**src/rtl/alu_sched.sv**
```systemverilog
// alu_sched: two-port round-robin scheduler in front of a shared registered ALU.
// Latency: command accepted in cycle t -> ALU inputs in t+1 -> result in FIFO end of t+2 -> response t+3.
// Backpressure: credit of 4 ops in flight (S1 + S2 + FIFO); READY drops when the credit is spent.
//
// Ports:
//   clk, rst                      clock, synchronous active-high reset
//   reqX_valid/ready/last         command handshake per port; last=0 locks the grant
//   reqX_fun, reqX_a, reqX_b      function code and operands per port
//   alu_a, alu_b, alu_fun         registered ALU drive (idle = fun 15, operands 0)
//   alu_res                       registered ALU result, one clock after its inputs
//   rsp_valid/ready               response FIFO head handshake
//   rsp_id, rsp_err, rsp_fun, rsp_data   response fields of the FIFO head (zero when empty)

// Small 4-deep FIFO used for the response queue.
// Latency: head visible the cycle after a push into an empty queue.
// Backpressure: push is dropped when full (the scheduler's credit never lets that happen).
module alu_sched_fifo #(
  parameter int width = 8
) (
  input  logic             clk,
  input  logic             rst,
  input  logic             push,
  input  logic [width-1:0] push_data,
  input  logic             pop,
  output logic [width-1:0] head,
  output logic             not_empty,
  output logic [2:0]       count
);

  logic [width-1:0] mem [4];
  logic [1:0]       wr_ptr;
  logic [1:0]       rd_ptr;
  logic             do_pop;
  logic             do_push;

  assign not_empty = (count != 3'd0);
  assign do_pop    = pop & not_empty;
  // A push into a full queue is only legal when the head leaves in the same cycle.
  assign do_push   = push & ((count != 3'd4) | do_pop);
  assign head      = mem[rd_ptr];

  always_ff @(posedge clk) begin
    if (do_push) begin
      mem[wr_ptr] <= push_data;
    end
  end

  always_ff @(posedge clk) begin
    if (rst) begin
      wr_ptr <= 2'd0;
      rd_ptr <= 2'd0;
      count  <= 3'd0;
    end else begin
      if (do_push) wr_ptr <= wr_ptr + 2'd1;
      if (do_pop)  rd_ptr <= rd_ptr + 2'd1;
      case ({do_push, do_pop})
        2'b10:   count <= count + 3'd1;
        2'b01:   count <= count - 3'd1;
        default: count <= count;
      endcase
    end
  end

endmodule

module alu_sched #(
  parameter int n = 16
) (
  input  logic         clk,
  input  logic         rst,

  input  logic         req0_valid,
  output logic         req0_ready,
  input  logic         req0_last,
  input  logic [3:0]   req0_fun,
  input  logic [n:0]   req0_a,
  input  logic [n:0]   req0_b,

  input  logic         req1_valid,
  output logic         req1_ready,
  input  logic         req1_last,
  input  logic [3:0]   req1_fun,
  input  logic [n:0]   req1_a,
  input  logic [n:0]   req1_b,

  output logic [n:0]   alu_a,
  output logic [n:0]   alu_b,
  output logic [3:0]   alu_fun,
  input  logic [n+1:0] alu_res,

  output logic         rsp_valid,
  input  logic         rsp_ready,
  output logic         rsp_id,
  output logic         rsp_err,
  output logic [3:0]   rsp_fun,
  output logic [n+1:0] rsp_data
);

  localparam logic [3:0] fun_idle = 4'd15;
  localparam logic [3:0] fun_div  = 4'd3;
  localparam logic [3:0] fun_shr  = 4'd13;
  localparam logic [3:0] fun_shl  = 4'd14;

  typedef struct packed {
    logic         id;
    logic         err;
    logic [3:0]   fun;
    logic [n+1:0] data;
  } rsp_t;

  localparam int rsp_w = $bits(rsp_t);

  // Arbitration state
  logic locked;     // grant held by lock_id until a last=1 accept
  logic lock_id;
  logic rr_last;    // port granted most recently; reset to 1 so port 0 wins first
  logic chain_ok;   // previous cycle accepted a good, non-last op: a shift may follow

  // Pipeline metadata (operands live in the alu_* output registers)
  logic       s1_vld, s1_err, s1_id;
  logic [3:0] s1_fun;
  logic       s2_vld, s2_err, s2_id;
  logic [3:0] s2_fun;

  // Response queue
  rsp_t       fifo_in;
  rsp_t       fifo_head;
  logic       fifo_ne;
  logic [2:0] fifo_count;
  logic       pop;

  // Accept path
  logic [2:0] inflight;
  logic [2:0] inflight_after_pop;
  logic       credit_ok;
  logic       win;
  logic       acc;
  logic       c_last;
  logic [3:0] c_fun;
  logic [n:0] c_a;
  logic [n:0] c_b;
  logic       c_shift;
  logic       c_err;

  assign pop = fifo_ne & rsp_ready;

  // Credit counts every op that will still occupy a slot after this cycle's pop.
  assign inflight           = {2'b00, s1_vld} + {2'b00, s2_vld} + fifo_count;
  assign inflight_after_pop = inflight - {2'b00, pop};
  assign credit_ok          = (inflight_after_pop < 3'd4);

  // Port that may be accepted this cycle. With no valid request and no lock
  // this defaults toward port 0 or the round-robin favourite; harmless since
  // nothing is accepted.
  always_comb begin
    win = 1'b0;
    if (locked) begin
      win = lock_id;
    end else if (req0_valid & req1_valid) begin
      win = ~rr_last;
    end else begin
      win = req1_valid;
    end
  end

  assign req0_ready = credit_ok & ~win;
  assign req1_ready = credit_ok &  win;

  always_comb begin
    c_last = req0_last;
    c_fun  = req0_fun;
    c_a    = req0_a;
    c_b    = req0_b;
    acc    = credit_ok & req0_valid;
    if (win) begin
      c_last = req1_last;
      c_fun  = req1_fun;
      c_a    = req1_a;
      c_b    = req1_b;
      acc    = credit_ok & req1_valid;
    end
  end

  // A shift only makes sense on the ALU's own result from the op one cycle
  // ahead of it, so it needs an unbroken good predecessor in the same burst.
  assign c_shift = (c_fun == fun_shr) | (c_fun == fun_shl);
  assign c_err   = (c_shift & ~chain_ok) | ((c_fun == fun_div) & (c_b == '0));

  always_ff @(posedge clk) begin
    if (rst) begin
      locked   <= 1'b0;
      lock_id  <= 1'b0;
      rr_last  <= 1'b1;
      chain_ok <= 1'b0;
    end else if (acc) begin
      locked   <= ~c_last;
      lock_id  <= win;
      rr_last  <= win;
      chain_ok <= ~c_err & ~c_last;
    end else begin
      chain_ok <= 1'b0;
    end
  end

  // S1: issue register. Errors and empty slots drive the idle code, which
  // also clears the ALU result.
  always_ff @(posedge clk) begin
    if (rst) begin
      s1_vld  <= 1'b0;
      s1_err  <= 1'b0;
      s1_id   <= 1'b0;
      s1_fun  <= 4'd0;
      alu_fun <= fun_idle;
      alu_a   <= '0;
      alu_b   <= '0;
    end else begin
      s1_vld <= acc;
      s1_err <= c_err;
      s1_id  <= win;
      s1_fun <= c_fun;
      if (acc & ~c_err) begin
        alu_fun <= c_fun;
        alu_a   <= c_a;
        alu_b   <= c_b;
      end else begin
        alu_fun <= fun_idle;
        alu_a   <= '0;
        alu_b   <= '0;
      end
    end
  end

  // S2: the ALU registers S1's inputs during this stage, so alu_res belongs
  // to the S2 op.
  always_ff @(posedge clk) begin
    if (rst) begin
      s2_vld <= 1'b0;
      s2_err <= 1'b0;
      s2_id  <= 1'b0;
      s2_fun <= 4'd0;
    end else begin
      s2_vld <= s1_vld;
      s2_err <= s1_err;
      s2_id  <= s1_id;
      s2_fun <= s1_fun;
    end
  end

  always_comb begin
    fifo_in.id   = s2_id;
    fifo_in.err  = s2_err;
    fifo_in.fun  = s2_fun;
    fifo_in.data = s2_err ? '0 : alu_res;
  end

  alu_sched_fifo #(
    .width (rsp_w)
  ) u_rsp_fifo (
    .clk       (clk),
    .rst       (rst),
    .push      (s2_vld),
    .push_data (fifo_in),
    .pop       (pop),
    .head      (fifo_head),
    .not_empty (fifo_ne),
    .count     (fifo_count)
  );

  // Response fields read as zero whenever the queue is empty.
  assign rsp_valid = fifo_ne;
  assign rsp_id    = fifo_ne & fifo_head.id;
  assign rsp_err   = fifo_ne & fifo_head.err;
  assign rsp_fun   = fifo_ne ? fifo_head.fun  : 4'd0;
  assign rsp_data  = fifo_ne ? fifo_head.data : '0;

endmodule
```
**config.mk**
```make
export PLATFORM = sky130hd
export DESIGN_NAME = alu_sched
export DESIGN_NICKNAME = d
export VERILOG_FILES = /design/src/rtl/alu_sched.sv
export SDC_FILE = /design/constraint.sdc
export NUM_CORES = 1
export LEC_CHECK = 0
export BUFFER_PORTS_ARGS = -buffer_cell sky130_fd_sc_hd__buf_4
export CAP_MARGIN = 10
export CORE_ASPECT_RATIO = 1.25
export CORE_UTILIZATION = 40
export DETAILED_ROUTE_END_ITERATION = 12
export GPL_ROUTABILITY_DRIVEN = 0
export PLACE_DENSITY = 0.69
export SLEW_MARGIN = 10
export SYNTH_ARGS = -nofsm -noshare
export SYNTH_HDL_FRONTEND = slang
export SYNTH_SLANG_ARGS = --single-unit
export TNS_END_PERCENT = 100
```
**constraint.sdc**
```tcl
create_clock -name clk -period 3.3 [get_ports clk]
set_input_delay 0.495 -clock clk [delete_from_list [all_inputs] [get_ports clk]]
set_output_delay 0.495 -clock clk [all_outputs]
set_load 0.02 [all_outputs]
```
==> impl_table.tex, run 1 <==
\begin{tabular}{lr}
\hline
Metric & Value \\
\hline
\multicolumn{2}{l}{\textbf{GRT}} \\
Maximum number of pins on one net before global-route repair & 35 \\
Initial antenna violation count & 0 \\
Overflow after GRT & 0 \\
Global-route wire length before repair & roughly 22 mm \\
Number of global-route vias before repair & about 4500 \\
Total global routing track utilization & around 17\% \\
\multicolumn{2}{l}{\textbf{STA}} \\
Final Setup Violations & 0 \\
Worst clock skew on the final layout & 0.00967 ns \\
Hold Violations, Final & 0 \\
Max transition margin & between 20 and 30\% \\
Tightest Pin Transition & approximately 1.1 ns \\
Min Tclk post-route & 3.19 ns \\
Max Clk Rate & 0.314 GHz \\
Period Utilization, post-route & a little under 100\% \\
Setup TNS Final & 0 ns \\
Final Max Slew Viols & 0 \\
\multicolumn{2}{l}{\textbf{Synth}} \\
Dominant cell by count in the synthesized netlist & edfxtp\_1 \\
Yosys top cell by area & edfxtp\_1 \\
Count of unique library cells instantiated by Yosys & 40 \\
Ys Warns & 0 \\
Share of the synthesized area in the top cell type & 44.7\% \\
Share of flip-flops with an asynchronous set or reset after synthesis & 0\% \\
\#FFs+latches synth & approximately 160 \\
Net Count, Synth & approximately 580 \\
Post-synthesis cell count & 471 \\
Synth Cell Area & 6440 um2 \\
Synth cell count leaders & edfxtp\_1 (96), dfxtp\_1 (65), nand2\_1 (47) \\
Sequential fraction of the synthesis area & about two thirds \\
Prevailing post-synth register cell & edfxtp\_1 \\
Top post-synthesis cells by area & edfxtp\_1 (45\%), dfxtp\_1 (20\%), mux4\_2 (8.4\%) \\
Synth Area per Inst & between 10 and 15 um2 \\
Number of enable-type register cells in the synthesized netlist & between 90 and 100 \\
\multicolumn{2}{l}{\textbf{Final layout}} \\
Final std cell area, no fill & 8530 um2 \\
P\&R area growth vs syn & 32.4\% \\
Fin util & $\sim$55\% \\
Net total in the final layout & 750 \\
Total inserted antenna cells & 0 \\
Layout cell share with drive strength beyond 1 & between 30\% and 40\% \\
\multicolumn{2}{l}{\textbf{Worst setup path}} \\
Kind of end point of the critical path & output port \\
Crit path arrival time & approximately 2.7 ns \\
Critical Path RT & about 2.8 ns \\
Classification of the worst setup path & reg -> out \\
CP Max Fanout & 7 \\
Critical Path Start Type & register \\
\multicolumn{2}{l}{\textbf{Route}} \\
Vias & approximately 4300 \\
Average routed wire per standard cell & 16.0 um \\
Number of DRC markers in iteration 0 & 209 \\
DRC violations left & 0 \\
Number of antenna-violating nets in the routed design & 0 \\
Post-Route WL & between 10 and 15 mm \\
First drt pass iteration count & 4 \\
Vias per Instance & roughly 4.9 \\
\multicolumn{2}{l}{\textbf{CTS}} \\
Number of levels in the clock H-tree & 4 \\
Clk root buf & clkbuf\_16 \\
Total clock buffers created by CTS & 17 \\
Worst-Skew Late Latency & around 0.41 ns \\
Sink Count & between 150 and 200 \\
Clock tree from TritonCTS & built \\
Hold Buf Count CTS & 0 \\
Max Buffers Root-to-Sink & 2 \\
Clk pin slew, worst setup/hold paths & 0.06 ns \\
Buffers inserted by post-CTS timing repair & 0 \\
\multicolumn{2}{l}{\textbf{Placed design}} \\
Total placed instance area & around 8000 um2 \\
Placed wire-length estimate after detailed placement & just under 10 mm \\
Number of input and output port buffers inserted & roughly 170 \\
\multicolumn{2}{l}{\textbf{Power and ir drop}} \\
Clock network power share & a little under 30\% \\
Net switching share of the total power & approximately 31\% \\
Internal power & $\sim$0.0046 W \\
Share of power burned in combinational logic & between 30\% and 40\% \\
Switching Power & 0.00203 W \\
Power share of the sequential group & 38.9\% \\
Pwr Density & around 770 nW/um2 \\
Reported leakage power & between 3 and 4 nW \\
Highest ir drop seen on vdd & around 0.35 mV \\
\multicolumn{2}{l}{\textbf{Job}} \\
Number of maximum-capacitance violations & 0 \\
\multicolumn{2}{l}{\textbf{Floorplanning}} \\
Width of the die & roughly 120 um \\
Initial standard-cell utilization of the core & between 40\% and 50\% \\
Number of placement rows & 51 \\
Area of the core & about 16000 um2 \\
Die extent in y & 144 um \\
Count of boundary I/O pins & 166 \\
Die area & $\sim$17000 um2 \\
\multicolumn{2}{l}{\textbf{Min path}} \\
Path category of the worst min-delay check & in -> reg \\
\multicolumn{2}{l}{\textbf{Run status}} \\
Outcome & finished, final reports clean \\
\hline
\end{tabular}
==> stage by stage <==
| stage | hold WS [ns] | std cells | power (W) | worst slack (ns) |
|---|---|---|---|---|
| 4_1_cts | 0.255 | 864 | 0.00664 | 0.0359 |
| 5_1_grt | 0.259 | 864 | 0.00692 | -0.0114 |
| 6_report | 0.277 | 864 | 0.00659 | 0.111 |
| 2_1_floorplan | 0.414 | 471 | 0.00387 | 0.260 |
| 3_3_place_gp | 0.433 | 833 | 0.00462 | 0.469 |
| 3_5_place_dp | 0.431 | 833 | 0.00467 | 0.361 |
==> logic make-up after synthesis <==
family	synth area share, %
AO/OA/AOI/OAI	3.92
XOR/XNOR	1.09
adder cells (fa/ha/maj)	1.86
buffers and inverters	2.52
flip-flops	64.9
multiplexers	12.0
AND/OR/NAND/NOR	13.7
==> path summary, 6_finish.rpt <==
kind	to	cells past startpoint	startpoint	slack, ns
setup / recovery	req1_ready	10	u_rsp_fifo.count[0]	0.11
hold / removal	chain_ok	2	req0_last	0.28
setup reg to reg	alu_a[14]	11	u_rsp_fifo.count[0]	0.48
hold reg to reg	s2_fun[1]	1	s1_fun[1]	0.44
==> layout make-up <==
| cell class | count | area, um2 |
|---|---|---|
| fill | 1292 | 7100 |
| sequential | 161 | 4190 |
| multi-input combinational | 273 | 2130 |
| timing repair buffer | 176 | 1320 |
| clock buffer | 18 | 429 |
| tap | 212 | 265 |
| clock inverter | 13 | 161 |
| inverter | 11 | 41.3 |
==> worst max-delay path, cell delays in order (launching register included) <==
cell and delay [ns]:
dfxtp_1 0.36, or3_4 0.39, and2_4 0.18, ha_1 0.27
inv_1 0.04, ha_1 0.26, nand3_1 0.09, and3_4 0.18
or2_4 0.27, nor2_1 0.09, buf_4 0.15
==> cells in the final DEF (no fill, tap or decap), drive strengths merged <==
master,count
o21ba,1
a22o,1
a21oi,24
ha,8
or4,1
or3,2
mux2i,23
a22oi,1
nor4,7
nor2b,27
mux4,24
edfxtp,96
dfxtp,65
a211o,1
o221a,1
xnor2,5
o31ai,1
clkinvlp,3
clkbuf,18
or2,1
clkinv,4
o2bb2ai,1
inv,14
nand4,2
nand2,48
buf,176
nor4b,1
nor3,27
nor2,21
bufinv,3
o41ai,1
xor2,3
and3,1
o21ai,4
a2111oi,1
nand3,3
and2,30
fa,1
o21bai,1
==> registers in the layout, summed over array words and instances (netlist names), named ones only <==
name / cells
u_rsp_fifo.mem: 96
alu_a: 17
alu_b: 17
alu_fun: 4
s1_fun: 4
s2_fun: 4
u_rsp_fifo.count: 3
u_rsp_fifo.rd_ptr: 2
u_rsp_fifo.wr_ptr: 2
chain_ok: 1
lock_id: 1
locked: 1
rr_last: 1
s1_err: 1
s1_id: 1
s1_vld: 1
s2_err: 1
s2_id: 1
s2_vld: 1
==> power by group through the flow <==
stage                     Combinational [W]  Sequential, W  Clock (W)
after detailed placement            0.00206        0.00261          0
after global routing                0.00226        0.00259    0.00207
after CTS                           0.00208        0.00257    0.00199
after floorplan                     0.00117        0.00270          0
final                               0.00208        0.00256    0.00195
after global placement              0.00202        0.00260          0
==> what timing repair did <==
item | 4_1_cts | 5_1_grt
hold endpoints to repair | 0 | 0
setup endpoints to repair | 2 | 2
resized for setup | 2 | 6
cloned | 0 | 0
==> routing by layer <==
metal | global-route usage [%] | vias up | wire length (um)
li1 | - | 2038 | -
met1 | 18.8 | 2033 | 5280
met2 | 30.7 | 170 | 7320
met3 | 6.50 | 17 | 988
met4 | 5.88 | 0 | 201
met5 | 0 | - | 0
Note: power is estimated with default switching activity, not from simulation.
==> inputs of run 2 (changes only) <==
CTS_BUF_LIST = sky130_fd_sc_hd__clkbuf_4 sky130_fd_sc_hd__clkbuf_8 sky130_fd_sc_hd__clkbuf_16   (was unset)
==> impl_table.tex, run 2 (synthesized netlist as in run 1, its figures left out) <==
\begin{tabular}{lr}
\hline
Metric & Value \\
\hline
\multicolumn{2}{l}{\textbf{Floorplanning}} \\
Width of the die & 116 um (unchanged) \\
Number of placement rows & 51 (unchanged) \\
Die extent in y & 144 um (unchanged) \\
Initial standard-cell utilization of the core & 41.2\% (unchanged) \\
Area of the core & 15600 um2 (unchanged) \\
Count of boundary I/O pins & 166 (unchanged) \\
Die area & 16600 um2 (unchanged) \\
\multicolumn{2}{l}{\textbf{Worst setup path}} \\
Critical path's most frequent cell & ha\_1 (unchanged) \\
Critical Path Start Type & register (unchanged) \\
CP Max Fanout & 7 (unchanged) \\
Reg-to-reg setup timing slack & 0.48 ns (about the same) \\
Total buffers and inverters traversed by the critical path & 2 (unchanged) \\
Slowest stage delay, CP & 0.39 ns (about the same) \\
Crit path arrival time & 2.69 ns (about the same) \\
Slowest-stage cell, CP & or3\_4 (unchanged) \\
Register-to-Register Path Depth & 11 (unchanged) \\
Source of the worst register-to-register timing path & u\_rsp\_fifo.count[0] (unchanged) \\
Classification of the worst setup path & reg -> out (unchanged) \\
Kind of end point of the critical path & output port (unchanged) \\
Cell-by-cell listing of the critical path & or3\_4, and2\_4, ha\_1, inv\_1, ha\_1, nand3\_1, and3\_4, or2\_4, nor2\_1, buf\_4 (unchanged) \\
Critical Path RT & 2.80 ns (about the same) \\
Endpoint of the worst-slack reg-to-reg timing path & alu\_a[4] (was alu\_a[14]) \\
Largest delay share family, worst path & simple AND/OR/NAND/NOR gates (unchanged) \\
Source of the critical timing path & u\_rsp\_fifo.count[0] (unchanged) \\
\multicolumn{2}{l}{\textbf{Power and ir drop}} \\
Power share of the sequential group & 38.8\% (was 38.9\%) \\
Internal power & 0.00457 W (was 0.00456 W) \\
Pwr Density & 773 nW/um2 (about the same) \\
Share of power burned in combinational logic & 31.5\% (was 31.6\%) \\
Highest ir drop seen on vdd & 0.345 mV (was 0.346 mV) \\
Pwr Total & 0.00660 W (was 0.00659 W) \\
Switching Power & 0.00203 W (about the same) \\
Reported leakage power & 3.42 nW (about the same) \\
Clock network power share & 29.7\% (was 29.6\%) \\
Net switching share of the total power & 30.7\% (was 30.8\%) \\
\multicolumn{2}{l}{\textbf{Min path}} \\
Startpoint of the most critical hold path & req0\_last (unchanged) \\
Path category of the worst min-delay check & in -> reg (unchanged) \\
Hold depth & 2 (unchanged) \\
End point of the worst hold path & chain\_ok (unchanged) \\
\multicolumn{2}{l}{\textbf{Route}} \\
DRC violations left & 0 (unchanged) \\
Average routed wire per standard cell & 16.0 um (about the same) \\
Vias & 4272 (was 4258) \\
Number of DRC markers in iteration 0 & 231 (was 209) \\
First drt pass iteration count & 4 (unchanged) \\
Vias per Instance & 4.94 (was 4.93) \\
Post-Route WL & 13.8 mm (about the same) \\
Number of antenna-violating nets in the routed design & 0 (unchanged) \\
\multicolumn{2}{l}{\textbf{GRT}} \\
Overflow after GRT & 0 (unchanged) \\
Initial antenna violation count & 0 (unchanged) \\
Global-route wire length before repair & 21.7 mm (unchanged) \\
Maximum number of pins on one net before global-route repair & 35 (unchanged) \\
Number of global-route vias before repair & 4464 (was 4462) \\
Total global routing track utilization & 17.3\% (unchanged) \\
\multicolumn{2}{l}{\textbf{CTS}} \\
Sink Count & 161 (unchanged) \\
Number of levels in the clock H-tree & 4 (unchanged) \\
Clock tree from TritonCTS & built (unchanged) \\
Hold Buf Count CTS & 0 (unchanged) \\
Clk root buf & clkbuf\_16 (unchanged) \\
Total clock buffers created by CTS & 17 (unchanged) \\
Worst-Skew Late Latency & 0.41 ns (about the same) \\
Max Buffers Root-to-Sink & 2 (unchanged) \\
Clk pin slew, worst setup/hold paths & 0.06 ns (about the same) \\
\multicolumn{2}{l}{\textbf{Placed design}} \\
Placed wire-length estimate after detailed placement & 9.63 mm (unchanged) \\
Number of input and output port buffers inserted & 165 (unchanged) \\
Total placed instance area & 7920 um2 (unchanged) \\
\multicolumn{2}{l}{\textbf{Final layout}} \\
Max FFs per register & 96 (unchanged) \\
Leading cell types in the layout, fill and taps excluded & buf\_4 (176), edfxtp\_1 (96), dfxtp\_1 (63) (unchanged) \\
Layout cell share with drive strength beyond 1 & 37.9\% (was 37.7\%) \\
Net total in the final layout & 750 (unchanged) \\
Biggest regs & u\_rsp\_fifo.mem: 96 flops, alu\_a: 17 flops, alu\_b: 17 flops (unchanged) \\
Total inserted antenna cells & 0 (unchanged) \\
Register ranked first by flip-flop count & u\_rsp\_fifo.mem (unchanged) \\
Most common cell after layout, fill and taps aside & buf\_4 (unchanged) \\
P\&R area growth vs syn & 32.5\% (was 32.4\%) \\
Final std cell area, no fill & 8540 um2 (was 8530 um2) \\
\multicolumn{2}{l}{\textbf{STA}} \\
Final Setup Violations & 0 (unchanged) \\
Hold Violations, Final & 0 (unchanged) \\
Max Clk Rate & 0.314 GHz (about the same) \\
Worst clock skew on the final layout & 0.00977 ns (was 0.00967 ns) \\
Tightest Pin Transition & 1.05 ns (about the same) \\
Min Tclk post-route & 3.19 ns (about the same) \\
Final Max Slew Viols & 0 (unchanged) \\
Max transition margin & 29.7\% (about the same) \\
Period Utilization, post-route & 96.6\% (about the same) \\
\multicolumn{2}{l}{\textbf{Run status}} \\
Outcome & finished, final reports clean (unchanged) \\
\multicolumn{2}{l}{\textbf{Job}} \\
Number of maximum-capacitance violations & 0 (unchanged) \\
\hline
\end{tabular}
## run 2: changes by cell type in the layout (fill, tap and decap cells not counted)
cell	change
clkbuf_4	+1
clkbuf_1	-1
## run 2: worst reg2reg max path: cells and delay by family (launching register included)
kind,cells,cell delay (ns)
adder cells (fa/ha/maj),2,0.53
AND/OR/NAND/NOR,7,1.53
flip-flops,1,0.36
buffers and inverters,2,0.30
## run 2: power by group through the flow
stage          clock network, W  registers [W]  logic (W)
2_1_floorplan                 0        0.00270    0.00117
3_3_place_gp                  0        0.00260    0.00202
3_5_place_dp                  0        0.00261    0.00206
4_1_cts                 0.00200        0.00257    0.00208
5_1_grt                 0.00208        0.00259    0.00226
6_report                0.00196        0.00256    0.00208
## run 2: metal layers
metal | track usage [%] | part of all wire [%]
met1 | 18.8 | 38
met3 | 6.50 | 7.3
met5 | 0 | 0
met4 | 5.88 | 1.5
met2 | 30.7 | 53
## run 2: worst max path at each step
stage	to	slack [ns]	depth (start not counted)
finish	req1_ready	0.11	10
global route	req0_ready	-0.01	10
CTS	req0_ready	0.04	10
detailed placement	req0_ready	0.36	10
global placement	req0_ready	0.47	10
floorplan	req0_ready	0.26	11
## run 2: per-stage QoR
step	TNS, ns	utilization, %	hold slack (ns)	setup WS [ns]	cells
2_1_floorplan	0	-	0.414	0.260	471
5_1_grt	-0.0114	54.6	0.259	-0.0114	864
3_3_place_gp	0	50.6	0.433	0.469	833
3_5_place_dp	0	50.6	0.431	0.361	833
6_report	0	54.6	0.277	0.111	864
4_1_cts	0	54.5	0.255	0.0359	864
## run 2: final cells by class
type,count,area [um2]
clock inverters,13,161
inverters,11,41.3
well taps,212,265
fillers,1293,7100
clock buffers,18,433
repair buffers,176,1320
flip-flops and latches,161,4190
multi-input cells,273,2130
## run 2: what timing repair did
action	4_1_cts	5_1_grt
setup buffers	0	0
pin swaps	0	0
endpoints found under the setup margin	2	2
gates resized for setup	2	6
